### config.mk
export PLATFORM = sky130hd
export DESIGN_NAME = mem_port_arbiter
export DESIGN_NICKNAME = d
export VERILOG_FILES = /design/src/rtl/mem_port_arbiter.sv
export SDC_FILE = /design/constraint.sdc
export NUM_CORES = 1
export LEC_CHECK = 0
export ABC_AREA = 1
export BUFFER_PORTS_ARGS = -buffer_cell sky130_fd_sc_hd__buf_2
export CORE_AREA = 2 2 106 108
export DETAILED_ROUTE_END_ITERATION = 12
export DIE_AREA = 0 0 108 110
export GPL_ROUTABILITY_DRIVEN = 0
export GPL_TIMING_DRIVEN = 0
export PLACE_DENSITY_LB_ADDON = 0.05
export SLEW_MARGIN = 20
export SYNTH_ARGS = -nofsm -noshare
export SYNTH_HDL_FRONTEND = slang
export SYNTH_SLANG_ARGS = --single-unit
### constraint.sdc
create_clock -name CLK -period 1.5 [get_ports CLK]
set_input_delay 0.075 -clock CLK [delete_from_list [all_inputs] [get_ports CLK]]
set_output_delay 0.075 -clock CLK [all_outputs]
set_load 0.05 [all_outputs]
### src/rtl/mem_port_arbiter.sv
// Arbitrates one single-port memory between the fetch (I) and data (D) ports of rv_cpu.
// One transaction outstanding at a time; D wins unless I has waited through MAX_D_STREAK D grants.
module mem_port_arbiter #(
    parameter int unsigned ADDR_W       = 32,
    parameter int unsigned DATA_W       = 32,
    parameter int unsigned MAX_D_STREAK = 4
) (
    input  logic                CLK,
    input  logic                RST,

    input  logic                i_req,
    input  logic [ADDR_W-1:0]   i_addr,
    input  logic                i_flush,
    output logic                i_ack,
    output logic [DATA_W-1:0]   i_rdata,

    input  logic                d_req,
    input  logic                d_we,
    input  logic [ADDR_W-1:0]   d_addr,
    input  logic [DATA_W-1:0]   d_wdata,
    input  logic [DATA_W/8-1:0] d_wstrb,
    output logic                d_ack,
    output logic [DATA_W-1:0]   d_rdata,

    output logic                mem_req,
    output logic                mem_we,
    output logic [ADDR_W-1:0]   mem_addr,
    output logic [DATA_W-1:0]   mem_wdata,
    output logic [DATA_W/8-1:0] mem_wstrb,
    input  logic                mem_ack,
    input  logic [DATA_W-1:0]   mem_rdata,

    output logic                busy
);

    localparam int unsigned STRB_W   = DATA_W / 8;
    localparam int unsigned STREAK_W = $clog2(MAX_D_STREAK + 1);
    localparam logic [STREAK_W-1:0] STREAK_MAX = STREAK_W'(MAX_D_STREAK);

    typedef enum logic [1:0] {StIdle, StIBusy, StDBusy} state_e;

    state_e              state;
    logic                drop;
    logic [STREAK_W-1:0] streak;
    logic                grant_d;
    logic                grant_i;

    // I is forced only when it is actually waiting and D has used up its streak.
    always_comb begin
        grant_d = d_req && !(i_req && (streak == STREAK_MAX));
        grant_i = !grant_d && i_req;
    end

    always_ff @(posedge CLK or negedge RST) begin
        if (!RST) begin
            state     <= StIdle;
            mem_req   <= 1'b0;
            mem_we    <= 1'b0;
            mem_addr  <= '0;
            mem_wdata <= '0;
            mem_wstrb <= '0;
            drop      <= 1'b0;
            streak    <= '0;
        end else begin
            case (state)
                StIdle: begin
                    if (grant_d) begin
                        state     <= StDBusy;
                        mem_req   <= 1'b1;
                        mem_we    <= d_we;
                        mem_addr  <= d_addr;
                        mem_wdata <= d_wdata;
                        mem_wstrb <= d_wstrb;
                        if (!i_req) begin
                            streak <= '0;
                        end else if (streak != STREAK_MAX) begin
                            streak <= streak + STREAK_W'(1);
                        end
                    end else if (grant_i) begin
                        state     <= StIBusy;
                        mem_req   <= 1'b1;
                        mem_we    <= 1'b0;
                        mem_addr  <= i_addr;
                        mem_wdata <= '0;
                        mem_wstrb <= {STRB_W{1'b0}};
                        streak    <= '0;
                    end
                end
                StIBusy: begin
                    // A flushed fetch still has to finish on the memory side; only its ack is hidden.
                    if (mem_ack) begin
                        state   <= StIdle;
                        mem_req <= 1'b0;
                        drop    <= 1'b0;
                    end else if (i_flush) begin
                        drop <= 1'b1;
                    end
                end
                StDBusy: begin
                    if (mem_ack) begin
                        state   <= StIdle;
                        mem_req <= 1'b0;
                    end
                end
                default: begin
                    state   <= StIdle;
                    mem_req <= 1'b0;
                end
            endcase
        end
    end

    assign busy    = (state != StIdle);
    assign d_ack   = (state == StDBusy) && mem_ack;
    assign i_ack   = (state == StIBusy) && mem_ack && !drop && !i_flush;
    assign i_rdata = mem_rdata;
    assign d_rdata = mem_rdata;

endmodule

==> flow_metrics.py, run 1 <==
metrics = {
    "status": {
        "status": "completed",
    },
    "sta": {
        "tightestPinTransition_ns": 0.456,
        "whs_ns": 0.0124,
        "slew_viol_final": 0,
        "fin_crit_sh_pct": 98.2,
        "period_needed_ns": 1.47,
        "rsz0062_at_grt": "true",
        "fin_skew_ns": 0.0148,
        "slew_headroom_pct": 69.6,
        "setup_viol": 0,
        "finalHoldViolCount": 0,
        "fmax_ghz": 0.679,
    },
    "grt": {
        "grtUsageTotal_pct": 20.5,
        "grt_max_degree": 51,
        "antenna_found_initial": 1,
        "grt-ovfl-total": 0,
        "grt_pass1_vias": 4143,
        "grt_pass1_wl_um": 19400,
    },
    "worst_setup_path": {
        "regToRegEndpoint": "streak[2]",
        "critPathLaunchType": "flip-flop",
        "r2r_setup_slack_ns": 0.09,
        "startpoint": "state[1]",
        "critPathKind": "reg2out",
        "end_kind": "output port",
        "required_ns": 1.42,
        "r2r_cells": 9,
        "cp.arrival_ns": 1.40,
        "r2r-start": "state[1]",
        "crit_fanout": 3,
    },
    "cts": {
        "cts.sinks": 76,
        "insertion_delay_ns": 0.35,
        "cts_tree": "built",
        "numCtsBuffers": 9,
        "clock_path_buffers": 2,
        "root_buffer": "clkbuf_8",
        "clkTransAtPathRegs_ns": 0.09,
        "h-tree-depth": 3,
    },
    "floorplanning": {
        "dieArea_sq_um": 11900,
        "die_width_um": 108,
        "ios": 276,
        "start_util_pct": 39.6,
        "rows": 38,
        "die-height_um": 110,
        "core_area_sq_um": 10700,
    },
    "yosys": {
        "netlist_area_sq_um": 4240,
        "ys_types": 20,
        "synth_flop_cell": "dfrtp_1",
        "synth_compound_area_share_pct": 0.295,
        "synth_top_family_by_area": "simple AND/OR/NAND/NOR gates",
        "synth_edf_count": 0,
        "syn_nets": 703,
        "synthAdderAreaFrac_pct": 1.48,
        "ys_seq_area_share_pct": 44.9,
        "ys_async_sr_fraction_pct": 100,
        "syn_avg_cell_area_sq_um": 7.59,
        "synthCells": 559,
        "synth_mux_area_share_pct": 0,
        "ys_ff_latch": 76,
        "synthXorXnorAreaFrac_pct": 0,
        "yosys_warnings": 0,
        "synth-simple-area-share_pct": 30.4,
    },
    "pwr": {
        "p_clk_share_pct": 10.7,
        "p_leak_nw": 3.93,
        "p_int_w": 0.00586,
        "combPwrFrac_pct": 62.1,
        "switching_share_pct": 55.6,
        "power_switching_w": 0.00734,
        "ir_drop_uv": 1320,
        "p_total_w": 0.0132,
        "seqPwrFrac_pct": 27.2,
        "p_per_area_nw_per_um2": 2070,
    },
    "final_layout": {
        "area_growth_pct": 50.6,
        "drive_gt1_share_pct": 43.0,
        "design_area_sq_um": 6380,
        "diodes": 0,
        "final_cells": 1001,
        "fin_nets": 1000,
    },
    "placement": {
        "dpl.hpwl_um": 9060,
        "place_area_sq_um": 5660,
        "placed_cells": 942,
        "port_buffers": 242,
    },
    "routing": {
        "drtIter0Drc": 268,
        "final_antenna_net_count": 0,
        "drtPass1Iterations": 4,
        "via_per_inst": 4.38,
        "avgRoutedWirePerCell_um": 12.3,
        "drc": 0,
        "vias": 4384,
        "routed_wl_um": 12300,
    },
    "worst_hold_path": {
        "hold_start": "i_addr[19]",
        "min_path_cells": 5,
        "hold_class": "in2reg",
        "min_to": "mem_addr[19]",
    },
    "job": {
        "cap_violations": 0,
    },
}
[how the worst max path moves through the flow]
stage | slack [ns] | endpoint
finish | 0.03 | i_ack
global route | -0.05 | i_ack
detailed placement | -0.13 | streak[0]
global placement | -0.21 | mem_addr[29]
CTS | 0.01 | streak[0]
floorplan | 0.15 | i_ack
[cell usage in the layout (no fill, tap or decap), types with 2 or more instances in the layout]
master / instances
ha_1: 2
inv_1: 72
buf_6: 14
nor2_1: 2
dfrtp_1: 76
nand2_8: 2
clkbuf_2: 3
buf_4: 72
dlygate4sd3_1: 39
buf_1: 3
clkinv_2: 2
nand3_1: 104
clkbuf_8: 10
ha_4: 3
nand2_2: 2
inv_2: 8
nand2_1: 190
clkinvlp_4: 4
clkbuf_4: 2
buf_2: 244
[power by group through the flow]
stage          clock network, W  logic (W)  registers [W]
2_1_floorplan                 0    0.00271        0.00678
3_3_place_gp                  0    0.00777        0.00357
3_5_place_dp                  0    0.00788        0.00360
4_1_cts                 0.00145    0.00800        0.00358
5_1_grt                 0.00154    0.00881        0.00371
6_report                0.00141    0.00820        0.00359
[cell usage after synthesis (2+ instances only)]
library cell / instances / area share (%)
buf_4: 68 / 12
ha_1: 5 / 1.5
buf_2: 11 / 1.3
inv_2: 4 / 0.35
nand2_1: 191 / 17
inv_1: 76 / 6.7
clkbuf_1: 3 / 0.27
nand3_1: 104 / 12
nand2_2: 2 / 0.30
nor2_1: 2 / 0.18
buf_6: 7 / 1.9
dfrtp_1: 76 / 45
buf_1: 3 / 0.27
[critical path, stage by stage (launching register included)]
cell and delay (ns):
dfrtp_1 0.42, inv_2 0.09, ha_4 0.14, nand2_2 0.05
nor3_2 0.18, buf_6 0.18
[kinds of logic after synthesis]
family	Yosys count
flops	76
simple gates	303
compound gates	2
fa+ha+maj	5
buf+inv	173
[per-layer routing]
metal | up-vias | part of all wire (%) | track usage, %
met5 | - | 0.11 | 0
met4 | 2 | 0.84 | 4.30
met3 | 10 | 7.2 | 5.47
met2 | 170 | 50 | 36.7
met1 | 1978 | 42 | 25.0
li1 | 2224 | - | -
[through the flow]
stage	setup slack (ns)	setup TNS [ns]	utilization, %
finish	0.0273	0	59.7
global route	-0.0487	-0.0668	59.7
CTS	0.0110	0	58.6
detailed placement	-0.131	-5.78	52.9
global placement	-0.214	-19.15	52.6
floorplan	0.153	0	-
[state kept, by name (all words and copies together) (netlist names)]
| signal | flops |
|---|---|
| drop | 1 |
| mem_addr | 32 |
| mem_req | 1 |
| mem_wdata | 32 |
| mem_we | 1 |
| mem_wstrb | 4 |
| state | 2 |
| streak | 3 |
[area by class of cell]
type                    instances  area (sq um)
plain buffers                  92           702
fillers                      1009          4310
inverters                      81           312
flip-flops and latches         76          1900
clock buffers                  10           138
repair buffers                286          1680
clock inverters                 6          40.0
well taps                     140           175
multi-input cells             310          1440
[timing repair]
item,in CTS,in global routing
resized for setup,14,24
buffers inserted,0,4
hold buffers,39,0
pin swaps,1,5
cloned,0,0
endpoints found under the setup margin,73,76
endpoints found under the hold margin,64,0
No activity file was read; power rests on OpenSTA's default activity.
==> inputs of run 2 (changes only) <==
Settings changed: CORE_AREA 2 2 106 108 to default, CORE_ASPECT_RATIO from default to 1.75, CORE_UTILIZATION from default to 35, DIE_AREA 0 0 108 110 to default, PLACE_DENSITY from default to 0.73, PLACE_DENSITY_LB_ADDON 0.05 to default.
==> run 2 against run 1 <==
Sequential share of layout area down 0.28 points. Via count rose by 1.2%. Die area up 5.9%. Critical path type unchanged. Critical endpoint unchanged. Largest cell class unchanged. Largest power group unchanged. Highest routed layer is now met4.
==> flow_metrics.py, run 2 (synthesized netlist as in run 1, its figures left out) <==
metrics = {
    "status": {
        "status": "completed",
    },
    "floorplanning": {
        "rows": 52,
        "dieArea_sq_um": 12600,
        "die_width_um": 85.2,
        "start_util_pct": 36.2,
        "core_area_sq_um": 11700,
        "ios": 276,
        "die-height_um": 148,
    },
    "cts": {
        "h-tree-depth": 3,
        "cts_tree": "built",
        "clock_path_buffers": 2,
        "clkTransAtPathRegs_ns": 0.06,
        "cts.sinks": 76,
        "insertion_delay_ns": 0.33,
        "root_buffer": "clkbuf_16",
        "numCtsBuffers": 9,
    },
    "placement": {
        "place_area_sq_um": 5650,
        "port_buffers": 242,
        "dpl.hpwl_um": 9560,
        "placed_cells": 937,
    },
    "grt": {
        "grt-ovfl-total": 0,
        "grtUsageTotal_pct": 20.2,
        "antenna_found_initial": 0,
        "grt_max_degree": 42,
        "grt_pass1_wl_um": 19600,
        "grt_pass1_vias": 4142,
    },
    "worst_setup_path": {
        "r2r_setup_slack_ns": 0.09,
        "critPathKind": "reg2out",
        "cp.arrival_ns": 1.37,
        "r2r-start": "state[0]",
        "end_kind": "output port",
        "critPathLaunchType": "flip-flop",
        "regToRegEndpoint": "mem_addr[0]",
        "r2r_cells": 7,
        "required_ns": 1.42,
        "crit_fanout": 3,
    },
    "sta": {
        "fmax_ghz": 0.692,
        "slew_viol_final": 0,
        "setup_viol": 0,
        "tightestPinTransition_ns": 0.473,
        "finalHoldViolCount": 0,
        "whs_ns": 0.0337,
        "slew_headroom_pct": 68.5,
        "period_needed_ns": 1.45,
        "rsz0062_at_grt": "true",
        "fin_skew_ns": 0.00689,
        "fin_crit_sh_pct": 96.4,
    },
    "final_layout": {
        "final_common_cell": "buf_2",
        "diodes": 0,
        "design_area_sq_um": 6450,
        "layout_common_cells": "buf_2, nand2_1, nand3_1",
        "final_util_pct": 55.0,
        "multiInputGateArea_sq_um": 1420,
        "fin_nets": 1000,
        "drive_gt1_share_pct": 42.7,
        "area_growth_pct": 52.0,
        "final_cells": 995,
        "seq_area_sq_um": 1900,
        "nFillCells": 1106,
        "reg_top3": "mem_addr (32), mem_wdata (32), mem_wstrb (4)",
    },
    "routing": {
        "vias": 4437,
        "drtIter0Drc": 110,
        "drc": 0,
        "routed_wl_um": 12900,
        "final_antenna_net_count": 0,
        "via_per_inst": 4.46,
        "drtPass1Iterations": 4,
        "avgRoutedWirePerCell_um": 12.9,
    },
    "pwr": {
        "ir_drop_uv": 1100,
        "p_leak_nw": 3.99,
        "p_per_area_nw_per_um2": 2150,
    },
    "worst_hold_path": {
        "hold_class": "in2reg",
        "hold_start": "d_wdata[31]",
        "min_to": "mem_wdata[31]",
        "min_path_cells": 3,
    },
    "job": {
        "cap_violations": 0,
    },
}
## run 2: per-layer routing
metal  up-vias  GRT usage [%]  part of all wire [%]
met5         -              0                     0
li1       2242              -                     -
met3        26           2.79                   6.1
met4         0           9.24                   2.9
met2       213           39.7                    55
met1      1956           20.4                    36
## run 2: timing repair
action	CTS	global route
pin swaps	2	0
endpoints found under the setup margin	76	67
gates resized for setup	17	8
hold buffers	37	0
setup buffers	3	3
hold endpoints to repair	71	0
## run 2: per-stage QoR
| step | power (W) | setup TNS (ns) | worst slack [ns] |
|---|---|---|---|
| 3_3_place_gp | 0.0114 | -28.77 | -0.277 |
| 6_report | 0.0139 | 0 | 0.0541 |
| 5_1_grt | 0.0146 | -0.0539 | -0.0235 |
| 2_1_floorplan | 0.00949 | 0 | 0.153 |
| 3_5_place_dp | 0.0115 | -12.41 | -0.321 |
| 4_1_cts | 0.0139 | 0 | 0.00220 |
## run 2: area by class of cell
class / instances / area share, %
inverters: 81 / 4.83
clock buffers: 12 / 3.98
plain buffers: 92 / 10.7
repair buffers: 286 / 25.7
well taps: 135 / 2.62
clock inverters: 3 / 0.718
multi-input cells: 310 / 22.0
flip-flops and latches: 76 / 29.5
## run 2: how the worst max path moves through the flow
stage | startpoint | end | slack, ns | cells after the start
floorplan | state[1] | i_ack | 0.15 | 4
global placement | streak[0] | mem_wdata[31] | -0.28 | 8
detailed placement | streak[0] | mem_wdata[31] | -0.32 | 8
CTS | streak[0] | mem_wdata[31] | 0.002 | 8
global route | state[0] | mem_addr[0] | -0.02 | 7
finish | state[1] | i_ack | 0.05 | 5
## run 2: where the power goes
group	total (W)	internal (W)	leakage, nW	switching [W]
registers	0.00356	0.00304	0.958	0.000516
clock network	0.00219	0.00137	0.145	0.000812
logic	0.00814	0.00209	2.88	0.00605
total	0.0139	0.00650	3.99	0.00738
## run 2: worst max-delay path: stages (launching register included)
cell and delay, ns:
dfrtp_1 0.41, inv_2 0.07, ha_1 0.16, nand2_1 0.08, nor3_2 0.14, buf_6 0.18
==> inputs of run 3 (changes only) <==
Settings changed: RECOVER_POWER from default to 50.
==> run 3 against run 2 <==
Sequential power is essentially flat. Design area shrank 1.4%. Routed wire length is essentially flat. Register-to-register slack is essentially flat. Global-route usage is the same. Die area is the same. Clock skew is essentially flat. Critical path depth is the same. Critical path type unchanged. Highest routed layer unchanged.
==> flow_metrics.py, run 3 (synthesized netlist as in run 1, its figures left out) <==
metrics = {
    "floorplanning": {
        "start_util_pct": 36.2,
        "ios": 276,
        "dieArea_sq_um": 12600,
        "die-height_um": 148,
        "core_area_sq_um": 11700,
        "die_width_um": 85.2,
        "rows": 52,
    },
    "worst_setup_path": {
        "cp.arrival_ns": 1.37,
        "critPathLaunchType": "flip-flop",
        "cpPeakStageDelay_ns": 0.41,
        "crit_chain": "inv_2, ha_1, nand2_1, nor3_2, buf_6",
        "cpMaxStageDelayCell": "dfrtp_1",
        "required_ns": 1.42,
        "critPathKind": "reg2out",
        "end_kind": "output port",
        "worst-path-buf-inv": 2,
        "critPathTopFamily": "flip-flops",
        "crit_fanout": 3,
    },
    "routing": {
        "via_per_inst": 4.45,
        "vias": 4432,
        "drtPass1Iterations": 4,
        "drtIter0Drc": 117,
        "drc": 0,
        "routed_wl_um": 12900,
        "avgRoutedWirePerCell_um": 13.0,
        "final_antenna_net_count": 0,
    },
    "grt": {
        "grtUsageTotal_pct": 20.2,
        "grt-ovfl-total": 0,
        "top_usage_layer": "met2",
        "met2_usage_pct": 39.7,
        "met3_usage_pct": 2.79,
        "antenna_found_initial": 0,
        "grt_max_degree": 42,
        "grt_pass1_wl_um": 19600,
        "grt_pass1_vias": 4142,
        "grt_util_met1_pct": 20.4,
    },
    "final_layout": {
        "diodes": 0,
        "final_util_pct": 54.3,
        "area_growth_pct": 49.9,
        "final_common_cell": "nand2_1",
        "reg_top3": "mem_addr (32), mem_wdata (32), mem_wstrb (4)",
        "fin_nets": 1000,
        "layout_common_cells": "nand2_1, buf_2, nand3_1",
        "drive_gt1_share_pct": 35.2,
        "final_cells": 995,
    },
    "sta": {
        "setup_tns_ns": 0,
        "finalHoldViolCount": 0,
        "fin_skew_ns": 0.00688,
        "fmax_ghz": 0.692,
        "period_needed_ns": 1.45,
        "slew_headroom_pct": 40.9,
        "rsz0062_at_grt": "true",
        "tightestPinTransition_ns": 0.886,
        "slew_viol_final": 0,
        "setup_viol": 0,
        "fin_crit_sh_pct": 96.4,
    },
    "placement": {
        "dpl.hpwl_um": 9560,
        "placed_cells": 937,
        "port_buffers": 242,
    },
    "pwr": {
        "p_leak_nw": 3.80,
        "ir_drop_uv": 1100,
        "p_per_area_nw_per_um2": 2180,
    },
    "cts": {
        "clock_path_buffers": 2,
        "insertion_delay_ns": 0.33,
        "clkTransAtPathRegs_ns": 0.06,
        "numCtsBuffers": 9,
        "cts_tree": "built",
        "cts.sinks": 76,
        "h-tree-depth": 3,
        "root_buffer": "clkbuf_16",
    },
    "status": {
        "status": "completed",
    },
    "worst_hold_path": {
        "hold_class": "in2reg",
    },
    "job": {
        "cap_violations": 0,
    },
}
## run 3: layout make-up
type / instances / area [sq um]
Buffer: 92 / 691
Clock buffer: 12 / 256
Clock inverter: 3 / 46.3
Fill cell: 1154 / 5360
Inverter: 81 / 312
Multi-Input combinational cell: 310 / 1420
Sequential cell: 76 / 1900
Tap cell: 135 / 169
Timing Repair Buffer: 286 / 1560
## run 3: what timing repair did
action	4_1_cts	5_1_grt
setup endpoints to repair	76	67
gates resized for setup	17	8
pin swaps	2	0
endpoints found under the hold margin	71	0
hold buffers	37	0
buffers inserted	3	3
## run 3: path summary, 6_finish.rpt
check	from	to	slack (ns)	cells after the start
min in group asynchronous	RST	mem_wdata[4]	0.40	2
worst min register to register	mem_req	mem_req	0.47	2
worst max register to register	state[0]	mem_addr[0]	0.09	7
max in group asynchronous	RST	mem_addr[16]	0.22	3
worst min-delay path	d_wdata[31]	mem_wdata[31]	0.03	3
worst max-delay path	state[1]	i_ack	0.05	5
## run 3: routing by layer
metal / routed length, um / vias to the layer above
met1: 4710 / 1950
met5: 0 / -
li1: - / 2242
met2: 7020 / 214
met3: 789 / 26
met4: 372 / 0
## run 3: power by group
group / internal (W) / total, W / switching [W] / leakage [nW]
sequential: 0.00304 / 0.00356 / 0.000517 / 0.958
clock: 0.00137 / 0.00219 / 0.000813 / 0.145
combinational: 0.00206 / 0.00810 / 0.00605 / 2.70
## run 3: tightest hold or removal path: stages
cell and delay (ns):
buf_2 0.08, nand3_1 0.10, nand2_1 0.07
## run 3: per-stage QoR
stage                     hold WS (ns)  setup slack (ns)  power (W)  instance area [sq um]
after CTS                       0.0206           0.00220     0.0139                   6400
after global routing            0.0286           -0.0235     0.0146                   6350
after floorplan                 -0.221             0.153    0.00949                   4250
after global placement           0.301            -0.277     0.0114                   5630
final                           0.0336            0.0542     0.0138                   6350
after detailed placement        0.0630            -0.321     0.0115                   5650
